**config.mk**
```make
export PLATFORM = sky130hd
export DESIGN_NAME = ctrl_seq
export DESIGN_NICKNAME = d
export VERILOG_FILES = /design/src/rtl/sap3_pkg.sv /design/src/rtl/ctrl_tstate.sv /design/src/rtl/ctrl_seq.sv
export SDC_FILE = /design/constraint.sdc
export NUM_CORES = 1
export LEC_CHECK = 0
export BUFFER_PORTS_ARGS = -buffer_cell sky130_fd_sc_hd__buf_2
export CAP_MARGIN = 30
export CORE_AREA = 2 2 39 41
export DETAILED_ROUTE_END_ITERATION = 10
export DIE_AREA = 0 0 41 43
export PLACE_DENSITY = 0.75
export SLEW_MARGIN = 20
export SYNTH_ARGS = -nofsm -noshare
export SYNTH_HDL_FRONTEND = slang
export SYNTH_SLANG_ARGS = --single-unit
```
**constraint.sdc**
```tcl
create_clock -name clk -period 1.8 [get_ports clk]
set_clock_uncertainty 0.1 [all_clocks]
set_input_delay 0.09 -clock clk [delete_from_list [all_inputs] [get_ports clk]]
set_output_delay 0.09 -clock clk [all_outputs]
set_load 0.05 [all_outputs]
```
**src/rtl/sap3_pkg.sv**
```systemverilog
// Shared definitions for the SAP-3 control sequencer: control-word bit map,
// opcode constants and the T-state encoding.
package sap3_pkg;

  localparam int CW_W = 15;

  // Control word bit positions, LSB first.
  localparam int CB_PC_OE    = 0;
  localparam int CB_PC_INC   = 1;
  localparam int CB_PC_WE    = 2;
  localparam int CB_MAR_WE   = 3;
  localparam int CB_MEM_OE   = 4;
  localparam int CB_MEM_WE   = 5;
  localparam int CB_IR_WE    = 6;
  localparam int CB_A_WE     = 7;
  localparam int CB_A_OE     = 8;
  localparam int CB_B_WE     = 9;
  localparam int CB_B_OE     = 10;
  localparam int CB_ALU_OE   = 11;
  localparam int CB_ALU_SUB  = 12;
  localparam int CB_FLAGS_WE = 13;
  localparam int CB_OUT_WE   = 14;

  localparam logic [CW_W-1:0] CW_PC_OE    = CW_W'(1) << CB_PC_OE;
  localparam logic [CW_W-1:0] CW_PC_INC   = CW_W'(1) << CB_PC_INC;
  localparam logic [CW_W-1:0] CW_PC_WE    = CW_W'(1) << CB_PC_WE;
  localparam logic [CW_W-1:0] CW_MAR_WE   = CW_W'(1) << CB_MAR_WE;
  localparam logic [CW_W-1:0] CW_MEM_OE   = CW_W'(1) << CB_MEM_OE;
  localparam logic [CW_W-1:0] CW_MEM_WE   = CW_W'(1) << CB_MEM_WE;
  localparam logic [CW_W-1:0] CW_IR_WE    = CW_W'(1) << CB_IR_WE;
  localparam logic [CW_W-1:0] CW_A_WE     = CW_W'(1) << CB_A_WE;
  localparam logic [CW_W-1:0] CW_A_OE     = CW_W'(1) << CB_A_OE;
  localparam logic [CW_W-1:0] CW_B_WE     = CW_W'(1) << CB_B_WE;
  localparam logic [CW_W-1:0] CW_B_OE     = CW_W'(1) << CB_B_OE;
  localparam logic [CW_W-1:0] CW_ALU_OE   = CW_W'(1) << CB_ALU_OE;
  localparam logic [CW_W-1:0] CW_ALU_SUB  = CW_W'(1) << CB_ALU_SUB;
  localparam logic [CW_W-1:0] CW_FLAGS_WE = CW_W'(1) << CB_FLAGS_WE;
  localparam logic [CW_W-1:0] CW_OUT_WE   = CW_W'(1) << CB_OUT_WE;

  // Frequently used composite words.
  localparam logic [CW_W-1:0] CW_ADDR_PH = CW_PC_OE | CW_MAR_WE;
  localparam logic [CW_W-1:0] CW_FETCH_1 = CW_MEM_OE | CW_IR_WE | CW_PC_INC;
  localparam logic [CW_W-1:0] CW_ALU_ADD = CW_ALU_OE | CW_A_WE | CW_FLAGS_WE;

  localparam logic [7:0] OP_NOP = 8'h00;
  localparam logic [7:0] OP_MVI = 8'h3E;
  localparam logic [7:0] OP_LDA = 8'h3A;
  localparam logic [7:0] OP_STA = 8'h32;
  localparam logic [7:0] OP_ADD = 8'h80;
  localparam logic [7:0] OP_SUB = 8'h90;
  localparam logic [7:0] OP_MOV = 8'h47;
  localparam logic [7:0] OP_OUT = 8'hD3;
  localparam logic [7:0] OP_JMP = 8'hC3;
  localparam logic [7:0] OP_JZ  = 8'hCA;
  localparam logic [7:0] OP_JC  = 8'hDA;
  localparam logic [7:0] OP_HLT = 8'h76;

  typedef enum logic [2:0] {
    T0   = 3'd0,
    T1   = 3'd1,
    T2   = 3'd2,
    T3   = 3'd3,
    T4   = 3'd4,
    T5   = 3'd5,
    HALT = 3'd6
  } tstate_e;

  function automatic tstate_e next_tstate(input tstate_e cur);
    tstate_e nxt;
    nxt = T0;
    case (cur)
      T0:      nxt = T1;
      T1:      nxt = T2;
      T2:      nxt = T3;
      T3:      nxt = T4;
      T4:      nxt = T5;
      T5:      nxt = T0;
      HALT:    nxt = HALT;
      default: nxt = T0;
    endcase
    return nxt;
  endfunction

endpackage

```
**src/rtl/ctrl_tstate.sv**
```systemverilog
// T-state register: advances one state per step, returns to T0 when the
// current instruction is done, and parks in HALT until reset.
module ctrl_tstate
  import sap3_pkg::*;
(
  input  logic    clk,
  input  logic    rst,
  input  logic    step_i,
  input  logic    done_i,
  input  logic    halt_i,
  output tstate_e state_o
);

  tstate_e state_q;

  // HALT is sticky; only the asynchronous reset leaves it.
  always_ff @(posedge clk or posedge rst) begin
    if (rst) begin
      state_q <= T0;
    end else if (state_q == HALT) begin
      state_q <= HALT;
    end else if (halt_i) begin
      state_q <= HALT;
    end else if (done_i) begin
      state_q <= T0;
    end else if (step_i) begin
      state_q <= next_tstate(state_q);
    end
  end

  assign state_o = state_q;

endmodule

```
**src/rtl/ctrl_seq.sv**
```systemverilog
// SAP-3 control sequencer: decodes T-state and opcode into the control word.
// Conditional jumps JZ/JC are honoured only when SAP3_CTRL_COND_JMP_EN is defined.
module ctrl_seq
  import sap3_pkg::*;
#(
  parameter int CW_W = sap3_pkg::CW_W
) (
  input  logic            clk,
  input  logic            rst,
  input  logic [7:0]      ir,
  input  logic            flag_z,
  input  logic            flag_c,
  output logic [CW_W-1:0] ctrl,
  output logic [2:0]      tstate,
  output logic            halted
);

  if (CW_W != sap3_pkg::CW_W) begin : g_cw_check
    $error("ctrl_seq: CW_W must match sap3_pkg::CW_W");
  end

  tstate_e         state;
  logic [CW_W-1:0] word;
  logic            done;
  logic            halt;
  logic            taken;

  ctrl_tstate u_tstate (
    .clk    (clk),
    .rst    (rst),
    .step_i (1'b1),
    .done_i (done),
    .halt_i (halt),
    .state_o(state)
  );

`ifdef SAP3_CTRL_COND_JMP_EN
  // Flags are read live during T3 so a same-cycle flag update is honoured.
  assign taken = (ir == OP_JZ) ? flag_z : flag_c;
`else
  logic unused_flags;
  assign unused_flags = flag_z ^ flag_c;
  assign taken        = 1'b0;
`endif

  always_comb begin
    word = '0;
    done = 1'b0;
    halt = 1'b0;
    unique case (state)
      T0: word = CW_ADDR_PH;
      T1: word = CW_FETCH_1;
      T2: begin
        unique case (ir)
          OP_MVI, OP_LDA, OP_STA, OP_JMP, OP_JZ, OP_JC: word = CW_ADDR_PH;
          OP_ADD: begin
            word = CW_ALU_ADD;
            done = 1'b1;
          end
          OP_SUB: begin
            word = CW_ALU_ADD | CW_ALU_SUB;
            done = 1'b1;
          end
          OP_MOV: begin
            word = CW_A_OE | CW_B_WE;
            done = 1'b1;
          end
          OP_OUT: begin
            word = CW_A_OE | CW_OUT_WE;
            done = 1'b1;
          end
          OP_HLT:  halt = 1'b1;
          default: done = 1'b1;
        endcase
      end
      T3: begin
        unique case (ir)
          OP_MVI: begin
            word = CW_MEM_OE | CW_A_WE | CW_PC_INC;
            done = 1'b1;
          end
          OP_LDA, OP_STA: word = CW_MEM_OE | CW_MAR_WE | CW_PC_INC;
          OP_JMP: begin
            word = CW_MEM_OE | CW_PC_WE;
            done = 1'b1;
          end
          // Not-taken still steps PC past the address byte.
          OP_JZ, OP_JC: begin
            word = taken ? (CW_MEM_OE | CW_PC_WE) : CW_PC_INC;
            done = 1'b1;
          end
          default: done = 1'b1;
        endcase
      end
      T4: begin
        unique case (ir)
          OP_LDA:  word = CW_MEM_OE | CW_A_WE;
          OP_STA:  word = CW_A_OE | CW_MEM_WE;
          default: word = '0;
        endcase
        done = 1'b1;
      end
      T5:      done = 1'b1;
      HALT:    word = '0;
      default: done = 1'b1;
    endcase
  end

  assign ctrl   = rst ? '0 : word;
  assign halted = (state == HALT);
  assign tstate = (state == HALT) ? 3'd0 : state;

endmodule

```
==> impl_metrics.tcl <==
set metrics [dict create \
    outcome "finished with violations" \
    violations "negative setup slack" \
    clockBufferDepth 2 \
    syn-num-nets 88 \
    finalSetupViolations 2 \
    dp_slack_ps 9.59 \
    clk_pin_slew_worst_paths_ps 40 \
    synthesis.area_um2 537 \
    clock_sinks 3 \
    portBuffers 27 \
    final_util_pct 73.8 \
    async_flop_share_pct 100 \
    drcViolationCount 0 \
    die_area_um2 1760 \
    final_cell_area_um2 1020 \
    max_freq_mhz 542 \
    peakVddDrop_v 0.00121 \
    antenna_found_initial 0 \
    yosys.area.top_type_share_pct 14.0 \
    leakage_nw 0.441 \
    hpwl_mm 1.33 \
    area_growth_pct 90.2 \
    postSynthAreaPerCell_um2 7.06 \
    yosysSeqAreaShare_pct 14.0 \
    cp.arrival_ps 1660 \
    totalWireLength_mm 1.84 \
    path_class "reg2out" \
    hp-class "in2async" \
    synthMuxAreaShare_pct 0 \
    num-nets-final 133 \
    top_usage_layer "met2" \
    yosys.area_share.simple_pct 59.9 \
    largest_reg_flops 3 \
    synth-edff-count 0 \
    fin_crit_sh_pct 103 \
    placed_cells 128 \
    setup_ws_ps -46.4 \
    synth-adder-area-share_pct 0 \
    drtAntennaViolNets 0 \
    clk_latency_ps 240 \
    synth_ff_type "dfrtp_1" \
    grtUsageMet3_pct 2.09 \
    critPathMaxFanout 4 \
    track_usage_pct 22.5 \
    cp.required_ps 1610 \
    gp_congestion 0.803 \
    root_buffer "clkbuf_4" \
    finalNonFillerCells 136 \
    drive_gt1_share_pct 61.7 \
    die_w_um 41 \
    hold_viol 0 \
    rsz0062_at_grt "yes" \
    ys_ff_latch 3 \
    met1_usage_pct 26.9 \
    synth_top_family_by_area "simple AND/OR/NAND/NOR gates" \
    coreArea_um2 1380 \
    rows 14 \
    end_kind "output pin" \
    synthCells 76 \
    synth_top_cell_by_area "dfrtp_1" \
    grt_pass1_wl_mm 2.82 \
    grt_max_degree 11 \
    start_kind "flop" \
    dr.pass1.iters 4 \
    synth_xor_area_share_pct 0 \
    overflow 0 \
    ys.warnings.count 0 \
    antenna_cells 0 \
    grt_pass1_vias 679 \
    start_util_pct 38.8 \
    met2_usage_pct 40.0 \
    finalSetupTns_ps -80.1 \
    synth_compound_area_share_pct 19.1 \
    postPlaceCellArea_um2 858 \
    cts_tree "yes" \
    drv_cap 0 \
    synthDistinctLibCells 34 \
    period_minus_slack_ps 1850 \
    numCtsBuffers 3 \
    synth_area_leaders "dfrtp_1 14%, nand2b_1 8.2%, nor2_1 7.7%, nand2_1 4.9%, nor3_1 4.7%" \
    ios 31 \
    die_y_um 43 \
    htreeDepth 1 \
    drt_iter0_markers 13 \
    vias_per_cell 5.46 \
    cellPowerDensity_nw_per_um2 965 \
    vias 743 \
    finalMaxSlewViolations 0 \
    post_drt_wl_per_cell_um 13.6 \
]
worst max-delay path: stages (launching register included):
cell and delay [ps]:
dfrtp_1 370, nand2b_4 150, or2_4 260, or3_4 340, a21oi_4 140, buf_8 160
power breakdown:
group	switching [mW]	internal (mW)
logic	0.480	0.277
registers	0.0174	0.0913
clock network	0.0369	0.0832
synthesized netlist by cell type, drive strengths merged (3+ instances only):
cell	number
nand2b	7
nor2	11
or3	3
a21oi	3
nand4b	3
nand2	7
nor4	3
or2	3
dfrtp	3
o21ai	3
nor3	6
inv	3
layout by cell type (no fill, tap or decap), drive strengths merged, types with 3 or more instances in the layout:
cell / instances
buf: 42
o21ai: 3
nor2: 11
nand2: 7
clkbuf: 5
or3: 3
nand2b: 7
nor3: 6
nor4: 3
nand4b: 3
dfrtp: 3
or2: 3
inv: 3
a21oi: 3
routing by layer:
layer | up-vias | part of all wire (%)
met5 | - | 0
met4 | 0 | 0.16
met1 | 350 | 41
met2 | 26 | 55
met3 | 2 | 4.0
li1 | 365 | -
final cells by class:
cell class / instances / area (um2)
clock buffers: 4 / 26.3
fillers: 100 / 363
inverters: 3 / 11.3
multi-input cells: 66 / 561
flip-flops and latches: 3 / 76.3
well taps: 16 / 20.0
repair buffers: 44 / 327
stage by stage:
stage,power [mW],hold slack [ps]
finish,0.986,280
floorplan,0.599,-240
global placement,0.751,-18.0
CTS,0.954,290
detailed placement,0.759,-8.81
global route,1.04,296
timing repair:
| action | 4_1_cts | 5_1_grt |
|---|---|---|
| gates resized for setup | 17 | 15 |
| buffers inserted | 2 | 1 |
| hold endpoints to repair | 3 | 0 |
| pin swaps | 5 | 2 |
| setup endpoints to repair | 7 | 11 |
| hold buffers | 1 | 0 |
worst paths after layout:
| kind | start | endpoint | slack, ps | depth (start not counted) |
|---|---|---|---|---|
| worst max-delay path | u_tstate.state_o[0]$_DFF_PP0_ | ctrl[7] | -50 | 5 |
| worst min-delay path | rst | u_tstate.state_o[1]$_DFF_PP0_ | 280 | 3 |
| worst max register to register | u_tstate.state_o[0]$_DFF_PP0_ | u_tstate.state_o[0]$_DFF_PP0_ | 350 | 6 |
| worst min register to register | u_tstate.state_o[0]$_DFF_PP0_ | u_tstate.state_o[0]$_DFF_PP0_ | 490 | 2 |
| max in group asynchronous | rst | u_tstate.state_o[2]$_DFF_PP0_ | 1160 | 3 |
| min in group clk | ir[2] | u_tstate.state_o[2]$_DFF_PP0_ | 390 | 5 |
kinds of logic (layout without fill, tap and decap cells):
family	count (synthesis)	count (layout)
AO/OA/AOI/OAI	14	14
AND/OR/NAND/NOR	51	51
flip-flops	3	3
other	1	1
buffers and inverters	7	51
Power figures use the tool's default switching activity.
